<file path="config.mk">
export PLATFORM = sky130hd
export DESIGN_NAME = btn_debounce_core
export DESIGN_NICKNAME = d
export VERILOG_FILES = /design/src/rtl/btn_debounce_core.sv
export SDC_FILE = /design/constraint.sdc
export NUM_CORES = 1
export LEC_CHECK = 0
export BUFFER_PORTS_ARGS = -buffer_cell sky130_fd_sc_hd__buf_2
export CAP_MARGIN = 20
export CORE_MARGIN = 2
export CORE_UTILIZATION = 30
export CTS_BUF_LIST = sky130_fd_sc_hd__clkbuf_8
export DETAILED_ROUTE_END_ITERATION = 10
export PLACE_DENSITY = 0.56
export SYNTH_ARGS = -nofsm -noshare
export SYNTH_HDL_FRONTEND = slang
export SYNTH_SLANG_ARGS = --single-unit
</file>
<file path="constraint.sdc">
create_clock -name clk -period 6.57 [get_ports clk]
set_input_delay 0.3285 -clock clk [delete_from_list [all_inputs] [get_ports clk]]
set_output_delay 0.3285 -clock clk [all_outputs]
set_load 0.05 [all_outputs]
</file>
<file path="src/rtl/btn_debounce_core.sv">
// btn_debounce_core
//
// Debounces a bank of W mechanical push-button inputs and exposes them on the
// FPro MMIO slot bus. Each bit has its own two-flop synchronizer, its own
// debounce state machine with an N-bit stability counter, and sticky
// rising/falling edge flags that software clears by writing ones.
//
// Register map (rd_data is combinational on addr, bits above W read 0):
//   0 : synchronized raw inputs              (read-only)
//   1 : debounced levels                     (read-only)
//   2 : sticky rising-edge flags             (write 1 to clear)
//   3 : sticky falling-edge flags            (write 1 to clear)
//   4..31 : read 0, writes ignored
//
// Ports:
//   clk      system clock
//   reset    synchronous active-high reset
//   cs       slot select
//   read     read strobe (no side effects, not needed by this core)
//   write    write strobe, qualified by cs
//   addr     register index
//   wr_data  write data (clear masks for addr 2 and 3)
//   rd_data  read data
//   din      asynchronous button inputs
module btn_debounce_core #(
  parameter int W = 5,
  parameter int N = 20
) (
  input  logic        clk,
  input  logic        reset,
  input  logic        cs,
  input  logic        read,
  input  logic        write,
  input  logic [4:0]  addr,
  input  logic [31:0] wr_data,
  output logic [31:0] rd_data,
  input  logic [W-1:0] din
);

  typedef enum logic [1:0] {
    ZERO  = 2'd0,
    WAIT1 = 2'd1,
    ONE   = 2'd2,
    WAIT0 = 2'd3
  } state_t;

  localparam logic [N-1:0] CNT_MAX = '1;

  logic [W-1:0] sync1_q, sync2_q;
  state_t       state_q [W];
  state_t       state_d [W];
  logic [N-1:0] cnt_q [W];
  logic [N-1:0] cnt_d [W];
  logic [W-1:0] dbLevel;
  logic [W-1:0] rise, fall;
  logic [W-1:0] riseFlag_q, riseFlag_d;
  logic [W-1:0] fallFlag_q, fallFlag_d;
  logic [W-1:0] clrRise, clrFall;
  logic         unusedBits;

  // read has no side effects and wr_data bits above W never matter.
  assign unusedBits = ^{read, wr_data};

  // Two-flop synchronizer; sync2_q is the only copy of din the FSMs see.
  always_ff @(posedge clk) begin
    if (reset) begin
      sync1_q <= '0;
      sync2_q <= '0;
    end else begin
      sync1_q <= din;
      sync2_q <= sync1_q;
    end
  end

  // Per-bit FSM state and stability counter.
  always_ff @(posedge clk) begin
    for (int i = 0; i < W; i++) begin
      if (reset) begin
        state_q[i] <= ZERO;
        cnt_q[i]   <= '0;
      end else begin
        state_q[i] <= state_d[i];
        cnt_q[i]   <= cnt_d[i];
      end
    end
  end

  // Next-state logic. The counter is compared before it increments, so a
  // change must be seen for 2^N+1 consecutive samples before it commits,
  // and the counter never wraps. rise/fall are combinational so the flags
  // set on the very edge the debounced level changes.
  always_comb begin
    for (int i = 0; i < W; i++) begin
      state_d[i] = state_q[i];
      cnt_d[i]   = cnt_q[i];
      rise[i]    = 1'b0;
      fall[i]    = 1'b0;
      case (state_q[i])
        ZERO: begin
          if (sync2_q[i]) begin
            state_d[i] = WAIT1;
            cnt_d[i]   = '0;
          end
        end
        WAIT1: begin
          if (!sync2_q[i]) begin
            state_d[i] = ZERO;
          end else if (cnt_q[i] == CNT_MAX) begin
            state_d[i] = ONE;
            rise[i]    = 1'b1;
          end else begin
            cnt_d[i] = cnt_q[i] + 1'b1;
          end
        end
        ONE: begin
          if (!sync2_q[i]) begin
            state_d[i] = WAIT0;
            cnt_d[i]   = '0;
          end
        end
        WAIT0: begin
          if (sync2_q[i]) begin
            state_d[i] = ONE;
          end else if (cnt_q[i] == CNT_MAX) begin
            state_d[i] = ZERO;
            fall[i]    = 1'b1;
          end else begin
            cnt_d[i] = cnt_q[i] + 1'b1;
          end
        end
        default: begin
          state_d[i] = ZERO;
          cnt_d[i]   = '0;
        end
      endcase
    end
  end

  // The debounced level is high in ONE and while waiting to confirm a release.
  always_comb begin
    for (int i = 0; i < W; i++) begin
      dbLevel[i] = (state_q[i] == ONE) || (state_q[i] == WAIT0);
    end
  end

  // Clear masks only exist during a selected write to the flag registers.
  always_comb begin
    clrRise = '0;
    clrFall = '0;
    if (cs && write) begin
      if (addr == 5'd2) clrRise = wr_data[W-1:0];
      if (addr == 5'd3) clrFall = wr_data[W-1:0];
    end
  end

  // A new edge wins over a simultaneous clear so no event is ever lost.
  always_comb begin
    riseFlag_d = rise | (riseFlag_q & ~clrRise);
    fallFlag_d = fall | (fallFlag_q & ~clrFall);
  end

  always_ff @(posedge clk) begin
    if (reset) begin
      riseFlag_q <= '0;
      fallFlag_q <= '0;
    end else begin
      riseFlag_q <= riseFlag_d;
      fallFlag_q <= fallFlag_d;
    end
  end

  // Zero-latency read mux, independent of cs and read.
  always_comb begin
    rd_data = '0;
    case (addr)
      5'd0:    rd_data[W-1:0] = sync2_q;
      5'd1:    rd_data[W-1:0] = dbLevel;
      5'd2:    rd_data[W-1:0] = riseFlag_q;
      5'd3:    rd_data[W-1:0] = fallFlag_q;
      default: rd_data = '0;
    endcase
  end

endmodule
</file>
==> run_results.csv <==
group,metric,value,unit
grt,grt_max_degree,43,
timing,fmax,381,MHz
setup_path,cp-end-kind,"flop",
timing,fin_crit_sh,0.399,
setup_path,critical_path.cell_chain,"buf_2, clkinv_1, nand3b_1, a31oi_2, buf_4, a41oi_1, a21oi_1",
setup_path,slowest_stage,"clkinv_1",
cells_and_area,layout-drive-gt1-share,0.0951,
yosys,ys_top_cells_by_count,"dfxtp_1 (130), nand2_1 (64), a21oi_1 (63)",
yosys,synth_ff_type,"dfxtp_1",
min_path,hold_class,"input pin to flop",
yosys,synth_warnings,0,
placed_design,place.gp.congestion,0.750,
cts,clk_pin_slew,0.08,ns
min_path,min_to,"sync1_q[4]$_SDFF_PP0_",
floorplanning,initial_core_util,0.304,
timing,slew_headroom,0.304,
placed_design,placed_area,6890,µm²
run,maxCapViolCount,0,
timing,finClkSkew,0.0127,ns
power_and_ir_drop,p_leak,2.45,nW
routing,drc,0,
yosys,synth-edff-count,0,
grt,use_met1,0.173,
grt,grt_overflow_total,0,
cts,cts_tree,"done",
cts,cts_buffer_depth,2,
setup_path,critPathMaxStageDelay,0.78,ns
cts,post_cts_buffers,0,
setup_path,start_kind,"input pin",
grt,grt_usage,0.130,
cts,htree_levels,4,
setup_path,r2r-start,"cnt_q[3][0]$_SDFFE_PP0P_",
setup_path,worstPathArrival,2.96,ns
floorplanning,row_count,54,
routing,wirelength,14.8,mm
routing,dr_total_vias,5657,
yosys,synth_cell_types,66,
min_path,hold_depth,2,
cells_and_area,n_antenna_cell,0,
setup_path,rrSetupSlack,4.08,ns
power_and_ir_drop,power_density,218,nW/µm²
cts,cts_hold_buffers,0,
placed_design,post-place-ws,3.46,ns
cells_and_area,fin_area,7300,µm²
routing,firstDrtPassIters,4,
yosys,synth_top_area_frac,0.394,
cts,cts_buffers,17,
setup_path,worstPathRequired,6.90,ns
cts,cts.sinks,130,
timing,fin_ws,3.95,ns
yosys,synth_area_per_cell,8.52,µm²
floorplanning,die_x,152,µm
cts,worstSkewPairLatency,0.44,ns
yosys,yosysMostFrequentCell,"dfxtp_1",
yosys,synth-seq-cells,130,
power_and_ir_drop,finalPower,1.59,mW
placed_design,portBuffers,23,
placed_design,dp_hpwl,10.1,mm
yosys,synthArstFlopShare,0,
grt,grt_pass1_vias,5281,
floorplanning,die_area,23200,µm²
timing,worst_slew_pin_slew,1.04,ns
setup_path,crit_fanout,42,
floorplanning,die_y,152,µm
cells_and_area,final_util,0.336,
yosys,synth_area_leaders,"dfxtp_1 (39%), a21oi_1 (4.8%), nand3_1 (4.7%), nand2_1 (3.6%), o21ai_0 (3.4%)",
floorplanning,ios,79,
timing,period_needed,2.62,ns
timing,slew_violations,0,
grt,met3_usage,0.0336,
timing,rsz0062_at_grt,"false",
setup_path,worst-r2r-cell-count,7,
timing,finalHoldViolCount,0,
timing,setup_viol,0,
cells_and_area,final_nets,849,
grt,met2_usage,0.205,
cts,post_cts_resize_count,0,
run_status,outcome,"finished clean",
grt,gr-max-usage-layer,"met2",
routing,post_drt_wl_per_cell,13.6,µm
routing,drtAntennaViolNets,0,
setup_path,regToRegEndpoint,"cnt_q[3][6]$_SDFFE_PP0P_",
grt,grt_pass1_wl,25.3,mm
setup_path,crit_type,"input pin to flop",
min_path,min_from,"din[4]",
timing,fin_tns_setup,0,ns
yosys,syn-instance-count,776,
cells_and_area,syn_to_final_growth,10.5,%
cts,clock-root-buffer,"clkbuf_8",
yosys,synth_largest_area_cell,"dfxtp_1",
floorplanning,coreArea,21800,µm²
yosys,yosysSeqAreaShare,0.394,
yosys,netlist_area,6610,µm²
grt,antenna_found_initial,0,
routing,viasPerCell,5.19,
routing,drt-initial-drc-count,297,
power_and_ir_drop,irDropWorstVdd,0.000110,V
-- worst max path at each step --
| stage | cells past startpoint | slack, ns | startpoint | end |
|---|---|---|---|---|
| finish | 7 | 3.95 | reset | cnt_q[2][4]$_SDFFE_PP0P_ |
| detailed placement | 7 | 3.46 | reset | cnt_q[2][4]$_SDFFE_PP0P_ |
| global placement | 7 | 3.47 | reset | cnt_q[2][4]$_SDFFE_PP0P_ |
| CTS | 7 | 3.92 | reset | cnt_q[2][4]$_SDFFE_PP0P_ |
| global route | 7 | 3.67 | reset | cnt_q[2][4]$_SDFFE_PP0P_ |
| floorplan | 7 | 4.49 | cnt_q[3][0]$_SDFFE_PP0P_ | cnt_q[3][1]$_SDFFE_PP0P_ |
-- where the power goes --
group,switching (mW),leakage (nW),internal [mW]
Combinational,0.0678,1.18,0.0157
Sequential,0.00363,1.05,0.791
Clock,0.312,0.218,0.400
Total,0.384,2.45,1.21
-- critical path: cells and delay by family --
kind | cells | cell delay (ns)
buffers and inverters | 3 | 1.68
and+or+nand+nor | 1 | 0.49
AOI/OAI and AO/OA | 3 | 0.45
-- per-layer routing --
| layer | wire length (µm) | up-vias |
|---|---|---|
| li1 | - | 2911 |
| met5 | 0 | - |
| met1 | 7580 | 2659 |
| met4 | 183 | 0 |
| met3 | 416 | 8 |
| met2 | 6650 | 79 |
-- kinds of logic (layout without fill, tap and decap cells) --
family	Yosys count	in the layout	share of synthesized area
flops	130	130	0.394
simple gates	326	326	0.271
other cells	1	27	0.000567
fa+ha+maj	5	5	0.00947
buf+inv	62	70	0.0536
mux	16	16	0.0343
xor+xnor	31	31	0.0411
compound gates	205	205	0.197
-- final cells by class --
cell class | count | area, µm²
sequential | 130 | 2600
inverter | 11 | 41.3
tap | 280 | 350
clock inverter | 12 | 140
timing repair buffer | 27 | 145
clock buffer | 20 | 275
fill | 2292 | 14500
multi-input combinational | 610 | 3750
-- registers in the layout, summed over array words and instances (netlist names), named ones only --
| name | flops |
|---|---|
| sync2_q | 5 |
| fallFlag_q | 5 |
| cnt_q | 100 |
| riseFlag_q | 5 |
| state_q | 5 |
| sync1_q | 5 |
-- layout by cell type (no fill, tap or decap), types with 5 or more instances in the layout --
| master | count |
|---|---|
| mux2i_1 | 8 |
| conb_1 | 27 |
| o21ai_0 | 45 |
| a41oi_1 | 6 |
| a21oi_1 | 63 |
| o21ai_1 | 6 |
| nor2_1 | 43 |
| nor3_1 | 15 |
| and3_1 | 13 |
| xor2_1 | 16 |
| mux4_2 | 5 |
| nand2b_1 | 9 |
| inv_1 | 13 |
| or4_1 | 9 |
| a31oi_1 | 28 |
| and4_1 | 6 |
| nand3b_1 | 12 |
| dfxtp_1 | 130 |
| ha_1 | 5 |
| xnor2_1 | 15 |
| and2_1 | 12 |
| clkbuf_8 | 20 |
| nand2_1 | 64 |
| a22o_1 | 11 |
| nor2b_1 | 12 |
| nand3_1 | 62 |
| buf_2 | 23 |
| nand4_1 | 33 |
| o31ai_1 | 11 |
| nor4_1 | 7 |
| or3_1 | 14 |
-- metrics by stage --
stage | hold slack [ns] | cells
6_report | 0.0967 | 1090
5_1_grt | 0.0610 | 1090
4_1_cts | 0.0700 | 1090
3_5_place_dp | 0.425 | 1058
3_3_place_gp | 0.417 | 1058
2_1_floorplan | 0.414 | 802
No activity file was read; power rests on OpenSTA's default activity.
